$ cat config.mk
export PLATFORM = sky130hd
export DESIGN_NAME = imm_gen_pipe
export DESIGN_NICKNAME = d
export VERILOG_FILES = /design/src/rtl/imm_gen_pipe.sv
export SDC_FILE = /design/constraint.sdc
export NUM_CORES = 1
export LEC_CHECK = 0
export BUFFER_PORTS_ARGS = -buffer_cell sky130_fd_sc_hd__buf_2
export CAP_MARGIN = 5
export CORE_ASPECT_RATIO = 1.1
export CORE_MARGIN = 2
export CORE_UTILIZATION = 45
export DETAILED_ROUTE_END_ITERATION = 8
export PLACE_DENSITY = 0.82
export SYNTH_ARGS = -nofsm -noshare
export SYNTH_HDL_FRONTEND = slang
export SYNTH_SLANG_ARGS = --single-unit
$ cat constraint.sdc
create_clock -name clk -period 1.2 [get_ports clk]
set_input_delay 0.06 -clock clk [delete_from_list [all_inputs] [get_ports clk]]
set_output_delay 0.06 -clock clk [all_outputs]
set_load 0.01 [all_outputs]
$ cat src/rtl/imm_gen_pipe.sv
// imm_gen_pipe: pipelined RISC-V immediate generator for the decode path.
// It accepts 32-bit instruction words on a valid/ready handshake. It picks the
// immediate format either by decoding the opcode (AUTO_DECODE=1) or from the
// imm_src select (AUTO_DECODE=0). It returns the XLEN-wide extended immediate,
// the format code that was applied, and an illegal flag, PIPE_STAGES cycles
// after the word is accepted.
// Optional feature: define ZICSR_IMM_EN to make format 101 (CSR zimm) legal.
// With it, csr*i opcodes (funct3[2]=1) decode to format 101.
module imm_gen_pipe #(
  parameter int XLEN        = 32,   // 32 or 64
  parameter int PIPE_STAGES = 1,    // 1 or 2
  parameter bit AUTO_DECODE = 1'b1
) (
  input  logic            clk,
  input  logic            rst,        // asynchronous, active-low
  input  logic            flush,
  input  logic            in_valid,
  output logic            in_ready,
  input  logic [31:0]     instr,
  input  logic [2:0]      imm_src,
  output logic            out_valid,
  input  logic            out_ready,
  output logic [XLEN-1:0] imm,
  output logic [2:0]      imm_fmt,
  output logic            illegal
);

  typedef enum logic [2:0] {
    FMT_I   = 3'b000,
    FMT_S   = 3'b001,
    FMT_B   = 3'b010,
    FMT_J   = 3'b011,
    FMT_U   = 3'b100,
    FMT_Z   = 3'b101,
    FMT_BAD = 3'b111
  } fmt_e;

  typedef struct packed {
    logic [XLEN-1:0] imm;
    fmt_e            fmt;
    logic            illegal;
  } result_t;

  // Maps an instruction, or the explicit select, to the format that will be
  // applied. Every unsupported case collapses to FMT_BAD, so the output
  // side only has to recognise one illegal code.
  function automatic fmt_e decode_fmt(input logic [31:0] w, input logic [2:0] src);
    fmt_e f;
    f = FMT_BAD;
    if (AUTO_DECODE) begin
      case (w[6:0])
        7'b0010011, 7'b0000011, 7'b1100111: f = FMT_I;
        7'b1110011: begin
`ifdef ZICSR_IMM_EN
          f = w[14] ? FMT_Z : FMT_I;
`else
          f = FMT_I;
`endif
        end
        7'b0100011:             f = FMT_S;
        7'b1100011:             f = FMT_B;
        7'b1101111:             f = FMT_J;
        7'b0110111, 7'b0010111: f = FMT_U;
        default:                f = FMT_BAD;
      endcase
    end else begin
      case (src)
        3'b000:  f = FMT_I;
        3'b001:  f = FMT_S;
        3'b010:  f = FMT_B;
        3'b011:  f = FMT_J;
        3'b100:  f = FMT_U;
`ifdef ZICSR_IMM_EN
        3'b101:  f = FMT_Z;
`endif
        default: f = FMT_BAD;
      endcase
    end
    return f;
  endfunction

  // Builds the 32-bit signed immediate, then widens it to XLEN. Only
  // instr[31:7] carries immediate bits, so the opcode field is not passed in.
  function automatic result_t extend(input logic [31:7] w, input fmt_e f);
    result_t    r;
    logic [31:0] raw;
    case (f)
      FMT_I:   raw = {{20{w[31]}}, w[31:20]};
      FMT_S:   raw = {{20{w[31]}}, w[31:25], w[11:7]};
      FMT_B:   raw = {{19{w[31]}}, w[31], w[7], w[30:25], w[11:8], 1'b0};
      FMT_J:   raw = {{11{w[31]}}, w[31], w[19:12], w[20], w[30:21], 1'b0};
      FMT_U:   raw = {w[31:12], 12'b0};
      default: raw = '0;
    endcase
    r.imm     = XLEN'($signed(raw));
    r.fmt     = f;
    r.illegal = 1'b0;
`ifdef ZICSR_IMM_EN
    if (f == FMT_Z) r.imm = XLEN'(w[19:15]);
`endif
    if (f == FMT_BAD) begin
      r.imm     = '0;
      r.illegal = 1'b1;
    end
    return r;
  endfunction

  // Interface between the optional decode stage and the output register.
  logic        s_valid;
  logic        s_ready;
  logic [31:7] s_instr;
  fmt_e        s_fmt;
  result_t     s_res;

  logic            out_valid_q, out_valid_d;
  logic [XLEN-1:0] imm_q, imm_d;
  fmt_e            fmt_q, fmt_d;
  logic            illegal_q, illegal_d;

  // The output register can take a word if it is empty, or if its current
  // word leaves this cycle.
  always_comb s_ready = !out_valid_q || out_ready;

  if (PIPE_STAGES == 1) begin : g_single
    // Single stage: decode and extension both feed the output register directly.
    always_comb begin
      s_valid  = in_valid && !flush;
      s_instr  = instr[31:7];
      s_fmt    = decode_fmt(instr, imm_src);
      in_ready = s_ready && !flush;
    end
  end else begin : g_double
    logic        v1_q, v1_d;
    logic [31:7] instr1_q, instr1_d;
    fmt_e        fmt1_q, fmt1_d;
    logic        ready1;

    // Decode stage: it holds the instruction and its selected format until the
    // output register frees up. A flush drops the held word and blocks the
    // word offered in the same cycle.
    always_comb begin
      // NOTE: every signal written here gets a default value first. That way
      // no path leaves a variable unassigned and no latch is inferred.
      v1_d     = v1_q;
      instr1_d = instr1_q;
      fmt1_d   = fmt1_q;
      ready1   = !v1_q || s_ready;
      in_ready = ready1 && !flush;
      if (flush) begin
        v1_d = 1'b0;
      end else if (ready1) begin
        v1_d = in_valid;
        if (in_valid) begin
          instr1_d = instr[31:7];
          fmt1_d   = decode_fmt(instr, imm_src);
        end
      end
    end

    // Decode-stage valid bit. Resetting it is what empties the stage.
    always_ff @(posedge clk or negedge rst) begin
      // NOTE: sequential state uses non-blocking assignments only. Every flop
      // then samples values from before the edge, whatever order the blocks
      // are evaluated in.
      if (!rst) v1_q <= 1'b0;
      else      v1_q <= v1_d;
    end

    // Decode-stage payload. It is only read while v1_q is set.
    always_ff @(posedge clk) begin
      // NOTE: these data flops are deliberately not reset. Their valid bit
      // already masks stale contents, and leaving them out keeps the reset
      // tree small.
      instr1_q <= instr1_d;
      fmt1_q   <= fmt1_d;
    end

    // The next stage sees the registered decode result.
    always_comb begin
      s_valid = v1_q;
      s_instr = instr1_q;
      s_fmt   = fmt1_q;
    end
  end

  // Output stage: it loads an extended result when there is room. It holds
  // the result while the consumer stalls, and a flush empties it.
  always_comb begin
    s_res       = extend(s_instr, s_fmt);
    out_valid_d = out_valid_q;
    imm_d       = imm_q;
    fmt_d       = fmt_q;
    illegal_d   = illegal_q;
    if (flush) begin
      out_valid_d = 1'b0;
    end else if (s_ready) begin
      out_valid_d = s_valid;
      if (s_valid) begin
        imm_d     = s_res.imm;
        fmt_d     = s_res.fmt;
        illegal_d = s_res.illegal;
      end
    end
  end

  // Output register. All visible outputs read zero while reset is held.
  always_ff @(posedge clk or negedge rst) begin
    if (!rst) begin
      out_valid_q <= 1'b0;
      imm_q       <= '0;
      fmt_q       <= FMT_I;
      illegal_q   <= 1'b0;
    end else begin
      out_valid_q <= out_valid_d;
      imm_q       <= imm_d;
      fmt_q       <= fmt_d;
      illegal_q   <= illegal_d;
    end
  end

  assign out_valid = out_valid_q;
  assign imm       = imm_q;
  assign imm_fmt   = fmt_q;
  assign illegal   = illegal_q;

endmodule

After elaboration in Yosys (flattened, before gate mapping)
Index checks and enable logic that the tools add are counted.

Equality and inequality tests: 14. Multiplexer cells: 6. Bitwise operators: 1. Reductions and logical operators: 10.

Operator list (count): $pmux 32 s5 (1); $mux 32 (1); $eq 7x7->1 const B (4); $pmux 3 s5 (1); $eq 7x5->1 const B (2); $eq 7x6->1 const B (2); $eq 7x2->1 const B (1); $eq 3x2->1 const B (2); $eq 3x3->1 const B (2); $reduce_or 4->1 (1); $eq 3x1->1 const B (1); $logic_not 3->1 (1); $mux 1 (3); $reduce_and 3->1 (1); $logic_and 1x1->1 (2); $logic_not 1->1 (2); $reduce_bool 2->1 (1); $reduce_or 2->1 (1); $logic_or 1x1->1 (1); $not 1->1 (1).

Register bits: 37. Bits of input ports: 40. Output and inout port bits: 38. Logic and storage cells: 35.

Depth between registers and ports, before layout
Gate-level depths: netlist of the first run.

Depth in word-level cells: 6. Gate-level depth with buffers: 7. Mapped depth without buffers: 4.

Worst setup path after synthesis of the first run
No wires, ideal clock.

Kind: reg2reg. Start: register out_valid_q (netlist: out_valid). End: register imm_q[12] (netlist: imm[12]). Library setup time: 0.088 ns. Data arrival time: 1.368 ns. Required time: 1.112 ns. Slack: -0.256 ns. Cell stages (with the launch flop): 6. Buffers on the path: 1. Clock period less this slack: 1.456 ns. Path through: dfrtp_1 or2b_2 nand2_2 clkbuf_1 a22oi_1 a22oi_1.

Cells in the longest elaborated chain, start to end: 3.

Ends and longest elaborated chain: from (decl) (line 115) `logic out_valid_q, out_valid_d;`; from (signal assigned) (line 214) `out_valid_q <= out_valid_d;`; $logic_not 1->1 (line 122) `always_comb s_ready = !out_valid_q || out_ready;`; $logic_or 1x1->1 (line 122); $reduce_and 3->1 (no line); to (signal assigned) (line 215) `imm_q <= imm_d;`; to (decl) (line 116) `logic [XLEN-1:0] imm_q, imm_d;`.

Every way passes these cells. A chain may end at the register's enable or synchronous reset.

Worst setup path after layout of the first run
Start: register out_valid_q (netlist: out_valid). End: register imm_q[9] (netlist: imm[9]).

The elaborated chain is that of the path after synthesis.

==> results.txt, run 1 <==
Summed over all nets, the half-perimeter wirelength after detailed placement is 4670 µm. The die covers 5270 µm². Timing would allow up to 736 MHz. The worst clock skew was 0.00785 ns; the quantity of I/O buffers inserted on ports was 74. The largest total area in the synthesized netlist belongs to sky130_fd_sc_hd__dfrtp_1.

The critical path is of the reg2reg type. Across all register-to-register paths, the minimum setup slack is -0.16 ns. Along the worst hold path, the cell count comes to 3.

The share of flip-flops with an asynchronous set or reset was 1.00. Summed over all cells, the static leakage comes to 0.00150 µW. The proportion of power drawn by the clock network was 0.292.

The delay of the slowest cell on the worst path came out at 0.39 ns. The die is 76.0 µm tall. For the buffer depth of the longest clock path, the log shows 2. The tool flagged a number of max-cap violations equal to 0. The number of synthesized flops with an enable pin works out to 0. The critical path goes through or2b_4 > o211ai_4 > a21oi_4 > buf_6 > a22oi_2.

The xor/xnor cell area share of the yosys netlist was 0.00827. Entering global routing, the biggest net connects 38 pins. The internal power consumption was 2040 µW; the power density over cell area was 889 nW/µm².

Ranked by instance count, the synthesized netlist is headed by sky130_fd_sc_hd__nand2_1, sky130_fd_sc_hd__dfrtp_1, sky130_fd_sc_hd__a22oi_1, sky130_fd_sc_hd__nand3_1, sky130_fd_sc_hd__nor2_1. In this run the standard cell core region covers 4590 µm². The buffers plus inverters on the worst setup path came out at 1. The largest family of logic cells by synthesized area was simple AND/OR/NAND/NOR gates. In the routed design, unresolved DRC markers number 0. The first global-routing pass estimated 10500 µm of wire. The sum of overflow across all layers after global routing was 0; the filler-free cell count of the finished design was 395. For this design, the slowest cell found on the critical path is sky130_fd_sc_hd__dfrtp_1.

For the pin with the worst max-slew slack, the measured transition is 0.466 ns. The area growth from synthesis to layout is 51.7%. The clock slew at the register clock pins of the worst setup and hold paths was 0.07 ns; the synthesized netlist net count was 266.

The detailed router finished its first iteration with 144 violations. The flip-flop cell with the highest count after synthesis was sky130_fd_sc_hd__dfrtp_1. In this run the worst path has a maximum fanout of 5. The routed layout has 2264 vias. For the least setup slack across all paths after layout, the log shows -0.159 ns. Once layout is done, the placed cells without fillers occupy 3210 µm².

The run gives 1.52 ns as the arrival time of data at the critical path endpoint. The proportion of netlist area held by the largest area contributor works out to 0.437. The startpoint of the worst hold path is in_valid.

The remaining max-slew budget at the tightest pin was 0.689; the placer congestion estimate was 0.917. The run finished, with violations left. The type of the worst min-delay path was in2reg. For the net count of the finished layout, the log shows 378. The run gives 4 as the number of iterations in the first detailed-routing pass.

The tools report the worst flop-to-flop path startpoint as out_valid. Among cell families on the critical path, the largest total delay comes from compound AO/OA/AOI/OAI gates. The final critical-path required period is 1.36 ns, and the clock net sink count is 37. The number of cell instances on the worst register-to-register path came out at 5. Once detail routing completed, the nets flagged for antenna violations numbered 0. For this design the top-level I/O count stands at 78. Portion of the post-synthesis area used by sequential elements: 0.437. Setup violations remaining at the end of the flow were counted as 36. The final critical-path share of the clock period came out at 1.13.

The post-synthesis average cell area works out to 9.37 µm². The run gives -4.31 ns as the sum of negative setup slack. The logs give 0.462 for the effective utilization at floorplan and 1.36 ns for the required time at the endpoint of the critical path.

The switching share of power works out to 0.286. For this design the total switching power over the nets is 817 µW. After detailed routing, the total wire length is 6560 µm. The run gives 53 as the distinct cell type count of the synthesized netlist. TritonCTS built the clock tree. The path with the worst hold slack has its endpoint at out_valid. The post-synthesis share of cell area spent on and, or, nand and nor gates works out to 0.251. The final reports fail on setup timing.

The adder-cell area share of the yosys netlist is 0. The worst-case vdd ir drop was 0.000475 V. CTS built an H-tree with a depth of 2. The fraction of layout cells with a size suffix above 1 is 0.510.

The area fraction in compound gates after synthesis works out to 0.244. For the worst-skew pair, the clock arrives at the later sink with an insertion delay of 0.29 ns. The placed instances occupy a cell area of 2840 µm². The cell area that synthesis handed to floorplanning was 2120 µm². Cell chosen for the clock root: sky130_fd_sc_hd__clkbuf_8. The logs give 0 for the final max-slew violation count and 0.469 for the power share of the sequential group.

The horizontal extent of the die is 69.4 µm, and the number of CTS-inserted buffers is 5. The run gives 0 as the number of hold violations in the final report. The post-synthesis cell count is 226, and the part of the power in combinational logic is 0.238.

Setup repair after global routing could not meet its margin everywhere. On the final layout, the worst hold slack is 0.0234 ns. Using the TritonRoute via totals, the vias-per-cell ratio works out to 5.73.

The number of antenna diodes in the final layout is 0. The tools report the capturing element type of the critical path as a flip-flop. Including well taps, the total number of placed cells is 379. The mux share of post-synthesis cell area was 0.00473; the initial antenna violation count was 0. By area the synthesized netlist is led by sky130_fd_sc_hd__dfrtp_1, sky130_fd_sc_hd__a22oi_1, sky130_fd_sc_hd__nand2_1, sky130_fd_sc_hd__o211ai_1, sky130_fd_sc_hd__nand3_1.

Global-route total usage across every layer: 0.246. The number of storage elements in the synthesis netlist works out to 37. The startpoint type of the worst setup path is a flip-flop.

In this run the critical register-to-register path is captured at imm[9]. The most common cell in the synthesized netlist is sky130_fd_sc_hd__nand2_1. The number of global-route vias before repair is 2198. For the count of yosys warnings during synthesis, the log shows 0.

The initialized floorplan defines 26 standard-cell rows. The per-cell routed wire length is 16.6 µm.
## sequential cells by signal, indices dropped and copies added, names as in the netlist
signal	count
imm_fmt	3
illegal	1
imm	32
out_valid	1
## stage by stage
stage               total power, µW  utilization  setup slack, ns
global route                   2960        0.701           -0.249
global placement               1920        0.620           -0.233
floorplan                      1650            -           -0.116
CTS                            2810        0.675           -0.166
detailed placement             1940        0.620           -0.308
finish                         2860        0.701           -0.159
## routing by layer
layer  routed length (µm)  vias up  track usage
li1                     -     1071            -
met1                 2670     1103        0.301
met2                 3430       76        0.433
met3                  300       14       0.0372
met4                  161        0       0.0980
met5                    0        -            0
## cells in the final DEF, fill, tap and decap left out, drive strengths merged, types with 3 or more instances in the layout
| cell type | Yosys | layout |
|---|---|---|
| nor2 | 14 | 14 |
| a22o | 5 | 5 |
| nand3 | 16 | 17 |
| o211ai | 12 | 12 |
| and3 | 3 | 3 |
| o21ai | 5 | 5 |
| a22oi | 22 | 22 |
| nand2 | 42 | 42 |
| a21oi | 3 | 3 |
| buf | 10 | 120 |
| nor2b | 4 | 4 |
| inv | 3 | 3 |
| nand4b | 3 | 3 |
| clkbuf | 8 | 8 |
| a31oi | 3 | 3 |
| dfrtp | 37 | 37 |
| o2bb2ai | 4 | 4 |
## worst max-delay path by stage
stage | startpoint | to | depth (start not counted)
2_1_floorplan | instr[3] | imm_fmt[2] | 5
3_3_place_gp | instr[2] | imm_fmt[2] | 5
4_1_cts | out_valid | imm[14] | 5
5_1_grt | out_valid | imm[13] | 5
3_5_place_dp | instr[2] | imm[9] | 6
6_report | out_valid | imm[9] | 5
## final cells by class
class	instances	area, µm²
clock buffers	8	80.1
fillers	343	1370
inverters	3	11.3
multi-input cells	169	1300
flip-flops and latches	37	926
well taps	56	70.1
repair buffers	122	826
## cells by family (layout without fill, tap and decap cells)
kind of cell | count (synthesis) | count (layout)
compound gates | 64 | 64
xor+xnor | 2 | 2
buf+inv | 21 | 133
flops | 37 | 37
mux | 1 | 1
simple gates | 101 | 102
## worst min-delay path, stage by stage
cell                     delay (ns)
sky130_fd_sc_hd__buf_2         0.09
sky130_fd_sc_hd__nor2_1        0.04
sky130_fd_sc_hd__nor2_1        0.08
## power by group through the flow
stage | clock network, µW | logic [µW] | registers [µW]
CTS | 837 | 638 | 1340
detailed placement | 0 | 577 | 1360
global placement | 0 | 562 | 1350
finish | 836 | 681 | 1340
global route | 880 | 731 | 1350
floorplan | 0 | 273 | 1380
## repair_timing
item / CTS / global route
resized for setup: 21 / 18
endpoints found under the setup margin: 37 / 37
hold buffers: 2 / 0
cloned: 2 / 0
hold endpoints to repair: 38 / 0
setup buffers: 2 / 2
pin swaps: 11 / 3
Note: power is estimated with default switching activity, not from simulation.
==> run 2, diff against run 1 <==
CORE_MARGIN = 1   (was 2)
==> results.txt, run 2 (synthesized netlist as in run 1, its figures left out) <==
The tools report the die outline area as 4990 µm² (-5.4%). The run gives 0.497 (+0.0640) as the global-route track usage on met2. Type of the worst min-delay path: in2reg.

The final max-slew violation count was 0 (unchanged); the latest clock arrival within the worst-skew pair was 0.30 ns (about the same). The tools report the required time at the endpoint of the critical path as 1.41 ns (+0.05 ns). Number of I/O pins: 78 (unchanged). The finished layout cell area is 3230 µm² (+0.58%), and the buffer depth of the longest clock path is 2 (unchanged).

The final critical-path share of the clock period works out to 1.20 (+0.0637). Setup repair after global routing could not meet its margin everywhere. STA classifies the critical path startpoint as a flip-flop.

The height of the die was 74.0 µm (-2.6%). The remaining max-slew budget at the tightest pin is 0.684 (-0.00492). Worst-case vdd ir drop: 0.000485 V (+2.0%). The run gives 0 (unchanged) as the sum of overflow across all layers after global routing. The horizontal extent of the die is 67.4 µm (-2.9%), and the worst clock skew is 0.0107 ns (+0.00287 ns). The synthesis-to-layout area growth came out at 52.6%. The tools report the terminating pin of the worst hold path as out_valid.

The logs give 6910 µm (+5.3%) for the routed wire length and 1.65 ns (+0.13 ns) for the arrival time of data at the critical path endpoint. The logs give 4 (unchanged) for the number of iterations in the first detailed-routing pass and 380 (+0.26%) for the cell count after placement. The tools report the count of unresolved DRC violations after routing as 0 (unchanged). The flow ran to the end, but the final reports show violations. The number of CTS-inserted buffers is 5 (unchanged), and the filler cell count is 286 (-17%). First-pass GRT wire length: 10500 µm (unchanged).

The placer congestion estimate was 0.835 (-9.0%). The library cells used most frequently in the layout, excluding fill and tap cells, are sky130_fd_sc_hd__buf_2, sky130_fd_sc_hd__nand2_1, sky130_fd_sc_hd__dfrtp_1. The clock slew at the register clock pins of the worst setup and hold paths came out at 0.07 ns (about the same).

Traced cell by cell, the critical path runs through nor2b_4 > nor4b_4 > buf_4 > nand3_2 > a22oi_1. Most common library cell in the layout ignoring fill and taps: sky130_fd_sc_hd__buf_2. Storage element area: 926 µm² (unchanged). The buffers plus inverters on the worst setup path works out to 1 (unchanged).

Met1 usage: 0.344 (+0.0427). The setup path with the least slack is of type reg2reg. The average vias per placed instance was 5.87 (+2.3%).

The tree is rooted in a sky130_fd_sc_hd__clkbuf_8. TritonCTS built the clock tree. The number of hold violations in the final report is 0 (unchanged).

The largest net degree at the start of global routing is 38 (unchanged), and the number of cell instances on the worst register-to-register path is 5 (unchanged). The total cell area at the placement stage came out at 2890 µm² (+1.6%). The number of cells on the worst hold path is 3 (unchanged), and the slack of the worst reg-to-reg path is -0.24 ns (-0.08 ns). The met3 global-route usage came out at 0.0521 (+0.0149). The remaining number of nets flagged by the antenna check after routing is 0 (unchanged).

In this run the most used layer during global routing was met2. For the setup-violating endpoint count in the final report, the log shows 36 (unchanged). The run gives 382 (+1.1%) as the net count of the finished layout.

The number of DRC violations after detailed-routing iteration 0 was 226 (+57%). The effective utilization at floorplan was 0.480 (+0.0185). The core area is 4410 µm² (-3.8%), and the critical-path maximum fanout is 4 (-1). For the global-route total usage across every layer, the log shows 0.284 (+0.0378). The reported max-cap violation count was 0 (unchanged); the final critical-path required period was 1.44 ns (+0.0764 ns). The filler-free cell count of the finished design is 396 (+0.25%), and the area used by multi-input combinational logic is 1270 µm² (-2.4%). The logs give 2 (unchanged) for the H-tree depth and -0.235 ns (-0.0764 ns) for the least setup slack across all paths after layout. For the total vias in the final route, the log shows 2323 (+2.6%).

The slowest stage of the critical path belongs to the cell sky130_fd_sc_hd__dfrtp_1. The total number of placement rows is 25 (-3.8%), and the quantity of I/O buffers inserted on ports is 74 (unchanged). Per-cell routed wire length: 17.4 µm (+5.0%). The final reports fail on setup timing. The run gives 0 (unchanged) as the number of antenna repair diodes. The half-perimeter wire length after detailed placement is 4790 µm (+2.6%).

The run gives 2181 (-0.77%) as the number of global-route vias before repair. The worst setup path is captured at a flip-flop. The initial antenna violation count is 0 (unchanged). The tools report the startpoint of the worst hold path as in_valid. The clock net sink count was 37 (unchanged); the power density over cell area was 909 nW/µm² (+2.3%).

The run gives 0.00152 µW (+1.8%) as the total leakage power. The endpoint of the worst register-to-register path is imm[16]. Flip-flop count of the largest register, all copies and words added: 32 (unchanged). The logs give 697 MHz (-5.3%) for the upper clock frequency limit and 2940 µW (+2.9%) for the final total power. The family of cells with the greatest summed delay on the critical path is simple AND/OR/NAND/NOR gates. The delay of the slowest cell on the worst path is 0.38 ns (about the same). The slew at the pin with the worst max-slew slack is 0.473 ns (+0.00738 ns).

The fraction of layout cells with a size suffix above 1 works out to 0.515 (+0.00430). The worst flop-to-flop path startpoint is out_valid.
## run 2: cell count changes in the layout (fill, tap and decap cells not counted), moves of 2 or more
cell / previous run / this run
sky130_fd_sc_hd__buf_6: 6 / 10
sky130_fd_sc_hd__a22oi_2: 15 / 10
sky130_fd_sc_hd__buf_12: 3 / 5
sky130_fd_sc_hd__clkbuf_1: 3 / 0
sky130_fd_sc_hd__a22oi_1: 7 / 12
## run 2: worst register-to-register path, cell delays in order, from the launching register on
cell,delay [ns]
sky130_fd_sc_hd__dfrtp_1,0.38
sky130_fd_sc_hd__nor2b_4,0.14
sky130_fd_sc_hd__nor4b_4,0.29
sky130_fd_sc_hd__buf_4,0.20
sky130_fd_sc_hd__nand3_2,0.14
sky130_fd_sc_hd__a22oi_1,0.21
## run 2: through the flow
| step | hold WS [ns] | worst slack (ns) | TNS [ns] | utilization |
|---|---|---|---|---|
| after CTS | 0.00147 | -0.216 | -4.35 | 0.709 |
| after detailed placement | 0.128 | -0.310 | -8.03 | 0.655 |
| after global routing | 0.0237 | -0.273 | -6.67 | 0.733 |
| after floorplan | -0.236 | -0.116 | -2.37 | - |
| final | 0.00812 | -0.235 | -4.91 | 0.733 |
| after global placement | 0.124 | -0.226 | -6.64 | 0.655 |
## run 2: area by class of cell
cell class / instances / share of cell area
clock inverters: 1 / 0.00232
well taps: 54 / 0.0209
clock buffers: 6 / 0.0255
multi-input cells: 169 / 0.393
inverters: 3 / 0.00348
repair buffers: 126 / 0.269
flip-flops and latches: 37 / 0.286
## run 2: worst max path at each step
stage | from | endpoint | slack, ns | depth (start not counted)
after floorplan | instr[3] | imm_fmt[2] | -0.12 | 5
after global placement | instr[6] | imm[30] | -0.23 | 8
after detailed placement | instr[6] | imm[18] | -0.31 | 7
after CTS | out_valid | imm[16] | -0.22 | 5
after global routing | out_valid | imm[17] | -0.27 | 5
final | out_valid | imm[16] | -0.24 | 5
## run 2: power breakdown
group	internal [µW]	switching (µW)
clock network	454	448
registers	1300	37.7
logic	336	362
total	2090	848
## run 2: per-layer routing
layer	part of all wire	up-vias
met5	0	-
met4	0.025	0
met3	0.058	19
met2	0.53	106
met1	0.39	1125
li1	-	1073
## run 2: what timing repair did
item	in CTS	in global routing
buffers inserted	2	5
hold buffers	2	0
pin swaps	10	8
endpoints found under the setup margin	36	36
gates cloned	1	0
resized for setup	23	13
hold endpoints to repair	38	0
==> run 3, diff against run 2 <==
CELL_PAD_IN_SITES_DETAIL_PLACEMENT = 2   (was default)
CELL_PAD_IN_SITES_GLOBAL_PLACEMENT = 2   (was default)
CORE_ASPECT_RATIO = 2   (was 1.1)
CORE_UTILIZATION = 26   (was 45)
PLACE_DENSITY = 0.81   (was 0.82)
SLEW_MARGIN = 10   (was default)
==> results.txt, run 3 (synthesized netlist as in run 1, its figures left out) <==
The terminating pin of the worst hold path is out_valid. The number of DRC violations after detailed-routing iteration 0 was 72 (-68%); the fraction of layout cells with a size suffix above 1 was 0.536 (+0.0214). Upper clock frequency limit: 680 MHz (-2.4%).

The number of cell instances on the worst register-to-register path was 6 (+1); the synthesis-to-layout area growth was 61.8%. The worst-case vdd ir drop was 0.000568 V (+17%); the number of iterations in the first detailed-routing pass was 4 (unchanged). The buffer depth of the longest clock path was 2 (unchanged). The worst flop-to-flop path startpoint is out_valid. The horizontal extent of the die is 65.8 µm (-2.4%). The latest clock arrival within the worst-skew pair was 0.28 ns (-0.02 ns); the total number of placement rows was 46 (+84%). For the number of CTS-inserted buffers, the log shows 5 (unchanged).

Clock net sink count: 37 (unchanged). For the remaining number of nets flagged by the antenna check after routing, the log shows 0 (unchanged). The tools report the sum of negative setup slack as -7.66 ns (-2.75 ns). Average vias per placed instance: 5.31 (-9.4%).

The capturing element type of the critical path was a flip-flop. The tools report the sum of overflow across all layers after global routing as 0 (unchanged). For the number of antenna repair diodes, the log shows 0 (unchanged). Number of cells on the worst hold path: 3 (unchanged). The tools report the startpoint type of the worst setup path as a flip-flop. The final core utilization was 0.435 (-0.298). The final reports fail on setup timing.

Setup repair after global routing could not meet its margin everywhere. The area used by multi-input combinational logic is 1320 µm² (+4.0%). Slew at the pin with the worst max-slew slack: 0.675 ns (+0.201 ns). The remaining max-slew budget at the tightest pin was 0.548 (-0.136); the storage element area was 926 µm² (unchanged). Flip-flop count of the largest register, all copies and words added: 32 (unchanged). The quantity of I/O buffers inserted on ports is 74 (unchanged), and the number of global-route vias before repair is 2637 (+21%). The setup-violating endpoint count in the final report was 36 (unchanged); the total vias in the final route was 2354 (+1.3%). The effective utilization at floorplan is 0.269 (-0.212), and the total leakage power is 0.00158 µW (+4.0%). The clock slew at the register clock pins of the worst setup and hold paths is 0.06 ns (about the same).

The endpoint identified for the worst register-to-register timing path is imm_fmt[2]. The required time at the endpoint of the critical path is 1.37 ns (-0.04 ns), and the filler-free cell count of the finished design is 443 (+12%). The H-tree depth is 2 (unchanged). The run gives 0.221 (-0.0637) as the global-route total usage across every layer. For the net count of the finished layout, the log shows 386 (+1.0%).

In the layout the commonest cells are sky130_fd_sc_hd__buf_2, sky130_fd_sc_hd__buf_4, sky130_fd_sc_hd__nand2_1. The tools report the count of unresolved DRC violations after routing as 0 (unchanged). TritonCTS built the clock tree.

Final critical-path required period: 1.47 ns (+0.0360 ns). The tools report the first-pass GRT wire length as 14000 µm (+33%). For the number of hold violations in the final report, the log shows 0 (unchanged). The tree is rooted in a sky130_fd_sc_hd__clkbuf_16. The critical path start-end classification was reg2reg. The die outline area came out at 8530 µm² (+71%). The run finished, with violations left. The arrival time of data at the critical path endpoint is 1.64 ns (about the same).

The per-cell routed wire length was 20.7 µm (+19%). For the initial antenna violation count, the log shows 0 (unchanged). Minimum setup slack after placement: -0.312 ns (-0.00189 ns).

The tools report the final max-slew violation count as 0 (unchanged). The placer congestion estimate was 0.810 (-3.0%); the slack of the worst reg-to-reg path was -0.27 ns (-0.04 ns). For the filler cell count, the log shows 892 (+210%).

The reported max-cap violation count is 0 (unchanged). The half-perimeter wire length after detailed placement is 6540 µm (+36%). Largest net degree at the start of global routing: 38 (unchanged).

The power density over cell area was 1040 nW/µm² (+14%). Cell count after placement: 424 (+12%). The worst clock skew was 0.00802 ns (-0.00270 ns). The final critical-path share of the clock period is 1.23 (+0.0300). The critical-path maximum fanout came out at 4 (unchanged).

The library cell used most frequently in the layout, excluding fill and tap cells, is sky130_fd_sc_hd__buf_2. The height of the die was 130 µm (+75%); the routed wire length was 9160 µm (+33%). The least setup slack across all paths after layout is -0.271 ns (-0.0360 ns). The core area came out at 7890 µm² (+79%). The startpoint of the worst hold path is in_valid. Type of the worst min-delay path: in2reg. The tools report the number of I/O pins as 78 (unchanged).
[run 3: cell types whose count changed in the layout (fill, tap and decap cells not counted), sizes merged]
cell	before	now
buf	124	129
dlygate4sd3	2	1
clkinvlp	1	0
bufinv	0	1
clkinv	0	1
[run 3: timing repair]
| action | in CTS | in global routing |
|---|---|---|
| buffers inserted | 7 | 1 |
| hold buffers | 1 | 0 |
| gates cloned | 2 | 1 |
| setup endpoints to repair | 37 | 37 |
| hold endpoints to repair | 37 | 0 |
| resized for setup | 37 | 9 |
| pin swaps | 12 | 3 |
[run 3: final cells by class]
cell class                      count  share of cell area
Clock inverter                      2              0.0113
Multi-Input combinational cell    169               0.386
Tap cell                           96              0.0350
Timing Repair Buffer              130               0.257
Sequential cell                    37               0.270
Inverter                            3             0.00329
Clock buffer                        6              0.0376
[run 3: layer usage]
metal  share of wire  GRT usage  vias to the layer above
li1                -          -                     1074
met1            0.36      0.234                     1196
met2            0.58      0.411                       60
met3           0.021     0.0185                       24
met4           0.038      0.123                        0
met5               0          0                        -
[run 3: report_power, final]
part	total (µW)	leakage [µW]	switching, µW	internal (µW)
clock	1500	0.0000810	520	985
combinational	722	0.00101	395	327
sequential	1340	0.000495	37.9	1300
[run 3: worst max-delay path by stage]
| stage | startpoint | end | slack (ns) | cells past startpoint |
|---|---|---|---|---|
| CTS | out_valid | imm[29] | -0.25 | 6 |
| finish | out_valid | imm_fmt[2] | -0.27 | 6 |
| detailed placement | instr[6] | imm[16] | -0.31 | 6 |
| global route | out_valid | imm[9] | -0.33 | 7 |
| global placement | instr[6] | imm[19] | -0.25 | 6 |
| floorplan | instr[3] | imm_fmt[2] | -0.12 | 5 |
[run 3: metrics by stage]
step | hold WS [ns] | instance area, µm² | total power, µW
after CTS | 0.0162 | 3360 | 3560
after global placement | 0.129 | 2960 | 1950
after global routing | 0.0429 | 3430 | 3700
after detailed placement | 0.148 | 2960 | 1980
final | 0.0212 | 3430 | 3570
after floorplan | -0.236 | 2230 | 1650
[run 3: worst max-delay path: stages, from the launching register on]
cell	delay, ns
sky130_fd_sc_hd__dfrtp_1	0.35
sky130_fd_sc_hd__buf_4	0.12
sky130_fd_sc_hd__or2b_4	0.29
sky130_fd_sc_hd__o211ai_4	0.10
sky130_fd_sc_hd__a21oi_4	0.07
sky130_fd_sc_hd__buf_4	0.14
sky130_fd_sc_hd__a221o_1	0.28
